--- src/rtl/core_run_ctrl.sv ---
// Run/step/breakpoint controller: drives a single-domain clock enable for the core
// with a programmable divider, PC breakpoints, halt request and a retired-cycle counter.
module core_run_ctrl #(
    parameter int unsigned XLEN   = 64,
    parameter int unsigned DIV_W  = 4,
    parameter int unsigned NUM_BP = 2,
    parameter int unsigned CNT_W  = 32
) (
    input  logic                     clk_i,
    input  logic                     aresetn_i,
    input  logic                     run_mode_i,
    input  logic                     step_i,
    input  logic                     halt_req_i,
    input  logic [DIV_W-1:0]         div_ratio_i,
    input  logic [XLEN-1:0]          pc_in_i,
    input  logic [NUM_BP-1:0]        bp_en_i,
    input  logic [NUM_BP*XLEN-1:0]   bp_addr_i,
    input  logic                     bp_clr_i,
    input  logic                     cnt_clr_i,
    output logic                     cpu_ce_o,
    output logic [1:0]               state_o,
    output logic [NUM_BP-1:0]        bp_hit_o,
    output logic [CNT_W-1:0]         cycle_cnt_o
);

    typedef enum logic [1:0] {
        StHalt = 2'b00,
        StRun  = 2'b01,
        StStep = 2'b10
    } state_e;

    state_e              state_q, state_d;
    logic                step_meta_q, step_sync_q, step_prev_q;
    logic [DIV_W-1:0]    div_cnt_q, div_cnt_d;
    logic                bp_skip_q, bp_skip_d;
    logic [NUM_BP-1:0]   bp_hit_q, bp_hit_d;
    logic [CNT_W-1:0]    cycle_cnt_q, cycle_cnt_d;

    logic                step_pulse;
    logic                tick;
    logic                run_ok;
    logic                bp_stop;
    logic                cpu_ce;
    logic [NUM_BP-1:0]   bp_match_vec;

    assign step_pulse = step_sync_q & ~step_prev_q;
    assign tick       = (state_q == StRun) && (div_cnt_q == div_ratio_i);
    assign run_ok     = run_mode_i & ~halt_req_i;
    // The first tick after leaving HALT is allowed past a breakpoint on the current PC.
    assign bp_stop    = (|bp_match_vec) & ~bp_skip_q;

    always_comb begin
        bp_match_vec = '0;
        for (int i = 0; i < NUM_BP; i++) begin
            bp_match_vec[i] = bp_en_i[i] && (pc_in_i == bp_addr_i[i*XLEN +: XLEN]);
        end
    end

    always_comb begin
        state_d   = state_q;
        div_cnt_d = '0;
        bp_skip_d = bp_skip_q;
        bp_hit_d  = bp_clr_i ? '0 : bp_hit_q;
        cpu_ce    = 1'b0;

        unique case (state_q)
            StHalt: begin
                if (step_pulse) begin
                    state_d  = StStep;
                    bp_hit_d = '0;
                end else if (run_ok && (bp_hit_q == '0)) begin
                    state_d   = StRun;
                    bp_skip_d = 1'b1;
                end
            end
            StStep: begin
                cpu_ce  = 1'b1;
                state_d = StHalt;
            end
            StRun: begin
                div_cnt_d = tick ? '0 : div_cnt_q + DIV_W'(1);
                if (tick) begin
                    bp_skip_d = 1'b0;
                end
                if (!run_ok) begin
                    state_d = StHalt;
                end else if (tick && bp_stop) begin
                    state_d  = StHalt;
                    bp_hit_d = bp_hit_d | bp_match_vec;
                end else begin
                    cpu_ce = tick;
                end
            end
            default: state_d = StHalt;
        endcase

        if (state_d != StRun) begin
            div_cnt_d = '0;
        end

        cycle_cnt_d = cnt_clr_i ? '0 : cycle_cnt_q + CNT_W'(cpu_ce);
    end

    always_ff @(posedge clk_i or negedge aresetn_i) begin
        if (!aresetn_i) begin
            state_q     <= StHalt;
            step_meta_q <= 1'b0;
            step_sync_q <= 1'b0;
            step_prev_q <= 1'b0;
            div_cnt_q   <= '0;
            bp_skip_q   <= 1'b0;
            bp_hit_q    <= '0;
            cycle_cnt_q <= '0;
        end else begin
            state_q     <= state_d;
            step_meta_q <= step_i;
            step_sync_q <= step_meta_q;
            step_prev_q <= step_sync_q;
            div_cnt_q   <= div_cnt_d;
            bp_skip_q   <= bp_skip_d;
            bp_hit_q    <= bp_hit_d;
            cycle_cnt_q <= cycle_cnt_d;
        end
    end

    assign cpu_ce_o    = cpu_ce;
    assign state_o     = state_q;
    assign bp_hit_o    = bp_hit_q;
    assign cycle_cnt_o = cycle_cnt_q;

endmodule
--- config.mk ---
export PLATFORM = sky130hd
export DESIGN_NAME = core_run_ctrl
export DESIGN_NICKNAME = d
export VERILOG_FILES = /design/src/rtl/core_run_ctrl.sv
export SDC_FILE = /design/constraint.sdc
export NUM_CORES = 1
export LEC_CHECK = 0
export CAP_MARGIN = 5
export CORE_AREA = 2 2 103 105
export CTS_BUF_LIST = sky130_fd_sc_hd__clkbuf_16
export CTS_CLUSTER_SIZE = 16
export DETAILED_ROUTE_END_ITERATION = 10
export DIE_AREA = 0 0 105 107
export GPL_TIMING_DRIVEN = 0
export PLACE_DENSITY_LB_ADDON = 0.15
export SYNTH_ARGS = -nofsm -noshare
export SYNTH_HDL_FRONTEND = slang
export SYNTH_SLANG_ARGS = --single-unit
--- constraint.sdc ---
create_clock -name clk_i -period 3.7 [get_ports clk_i]
set_input_delay 0.555 -clock clk_i [delete_from_list [all_inputs] [get_ports clk_i]]
set_output_delay 0.555 -clock clk_i [all_outputs]
set_load 0.01 [all_outputs]
==> flow_summary.yaml <==
clock_network:
  htree_levels: 2
  clk_latency_ps: 280
  cts.sink_count: 44
  cts_buffer_depth: 2
  cts_setup_buffers: 0
  tritoncts: "built"
  cts_buffers: 5
  cts-root-buf: "clkbuf_16"
  path_clk_slew_ps: 60
grt:
  grt_pass1_vias: 4301
  grt_max_degree: 39
  grt_antenna_before_repair: 0
  grt_overflow: 0
  track_usage_pct: 27.7
  grt_pass1_wl_mm: 24.1
timing:
  drv_slew: 0
  fin_crit_sh_pct: 95.7
  fin_skew_ps: 7.63
  tns_ps: 0
  hold_viol: 0
  timing.fmax_mhz: 282
  worstMarginPinSlew_ps: 491
  max_slew_margin_pct: 67.3
  fin_crit_ps: 3540
  setup_violations: 0
  rsz0062_at_grt: "true"
synth:
  ys_warn_count: 0
  synthSimpleGateAreaFrac_pct: 24.9
  synth_seq_cells: 44
  avgSynthCellArea_um2: 8.76
  synth_xor_area_share_pct: 30.6
  synth_edf_count: 0
  synth_ff_type: "dfrtp_1"
  synth-seq-area-share_pct: 30.1
  async_reset_ff_share_pct: 100
  muxShareOfSynthArea_pct: 0
  synth_compound_area_share_pct: 9.40
  synth_top_family_by_area: "XOR/XNOR gates"
  synthAdderAreaFrac_pct: 2.05
  syn-num-nets: 629
  syn_area_um2: 3660
  ys_types: 44
  netlist_instances: 418
finish:
  drive_gt1_share_pct: 3.75
  multiInputGateArea_um2: 2500
  antenna_cells: 0
  final_nets: 878
  mostFrequentLayoutCells: "239 x clkdlybuf4s50_1, 65 x xor2_1, 63 x xnor2_1, 44 x dfrtp_1, 36 x nor2_1"
  synthToLayoutAreaGrowth_pct: 75.9
  mostFrequentLayoutCell: "clkdlybuf4s50_1"
  ff_latch_area_um2: 1100
  fill_cells: 918
floorplan:
  num_io_pins: 242
  core_um2: 10100
  dieArea_um2: 11200
  rows: 37
  die_x_um: 105
  die_h_um: 107
  start_util_pct: 36.3
critical_path:
  crit_type: "input pin to flop"
  cp.arrival_ps: 3690
  worst-path-max-fanout: 3
  setup.worst_path.start_class: "input pin"
  required_ps: 3850
  end_kind: "flop"
flow_run:
  maxCapViolations: 0
hold_path:
  hold_class: "input pin to async pin"
detailed_routing:
  avgViaCountPerCell: 5.01
  drt_iter0_drc: 157
  vias: 4027
  wl_per_cell_um: 19.1
  drc: 0
  routed_wl_mm: 15.3
  final_antenna_net_count: 0
  dr.pass1.iters: 4
power:
  power.leakage_uw: 0.00249
  irDropWorstVdd_uv: 180
  p_total_uw: 1500
  p_per_area_nw_per_um2: 233
place:
  routabilityCongestion: 0.889
  port-buffer-count: 241
  hpwlAfterDp_mm: 13.1
outcome:
  outcome: "completed"
-- power breakdown --
part	internal (µW)	switching, µW	leakage (µW)
clock	245	178	0.0000657
combinational	337	229	0.00183
sequential	496	18.3	0.000601
-- worst paths after layout --
kind | from | end | slack (ps) | cells after the start
setup / recovery | pc_in_i[14] | cycle_cnt_o[22] | 160 | 15
hold / removal | aresetn_i | div_cnt_q[2] | 110 | 1
setup reg to reg | div_cnt_q[0] | cycle_cnt_o[14] | 650 | 12
hold reg to reg | step_meta_q | step_sync_q | 350 | 0
max in group asynchronous | aresetn_i | cycle_cnt_o[31] | 3140 | 2
min in group clk_i | step_meta_q | step_sync_q | 350 | 0
-- registers in the layout, indices dropped and copies added (netlist names) --
register	flops
step_sync_q	1
step_prev_q	1
step_meta_q	1
bp_skip_q	1
cycle_cnt_o	32
state_o	2
bp_hit_o	2
div_cnt_q	4
-- cells by family after synthesis --
| logic type | after synthesis |
|---|---|
| AOI/OAI and AO/OA | 48 |
| xor gates and xnor gates | 128 |
| adders and majority gates | 6 |
| buffers and inverters | 29 |
| DFF | 44 |
| and+or+nand+nor | 163 |
-- timing repair --
action	in CTS	in global routing
hold buffers	0	0
pin swaps	0	3
endpoints found under the setup margin	14	12
resized for setup	8	3
-- metal layers --
layer / global-route usage (%) / vias up / share of wire, %
met5: 0 / - / 0
li1: - / 1956 / -
met1: 33.4 / 1919 / 43
met4: 4.95 / 0 / 1.1
met3: 8.09 / 12 / 7.1
met2: 49.3 / 140 / 49
-- critical path: stages --
cell and delay [ps]:
clkdlybuf4s50_1 480, and2b_1 220, a2111oi_2 290, nand4_1 170
or4_4 600, o22ai_4 210, o21ai_2 110, ha_1 250
ha_2 220, inv_2 80, or3_4 140, nor3_1 60
nand2_1 100, xor2_1 160, nor2_1 50
-- cell type report --
class	instances	share of cell area, %
plain buffers	3	0.175
clock buffers	5	1.94
clock inverters	2	0.194
inverters	26	1.52
multi-input cells	345	38.8
flip-flops and latches	44	17.1
well taps	136	2.64
repair buffers	242	37.7
-- cells in the mapped netlist, drive strengths merged (8+ instances only) --
cell type / instances / share of area, %
xor2: 65 / 16
xnor2: 63 / 15
dfrtp: 44 / 30
nor2: 36 / 3.7
inv: 26 / 2.7
nand4: 20 / 3.4
nand2: 19 / 1.9
nor4: 19 / 3.6
nor2b: 16 / 2.9
nand3: 15 / 2.2
a21oi: 10 / 1.4
o21ai: 9 / 1.2
nand2b: 8 / 1.4
o22ai: 8 / 1.4
or3: 8 / 1.6
-- per-stage QoR --
step	setup slack [ps]	area, µm²	util [%]	hold slack, ps	std cells
2_1_floorplan	513	3660	-	259	418
3_3_place_gp	-433	6240	61.9	336	795
3_5_place_dp	-514	6260	62.0	338	796
4_1_cts	11.0	6430	63.7	109	803
5_1_grt	-5.81	6440	63.8	112	803
6_report	158	6440	63.8	109	803
No activity file was read; power rests on OpenSTA's default activity.
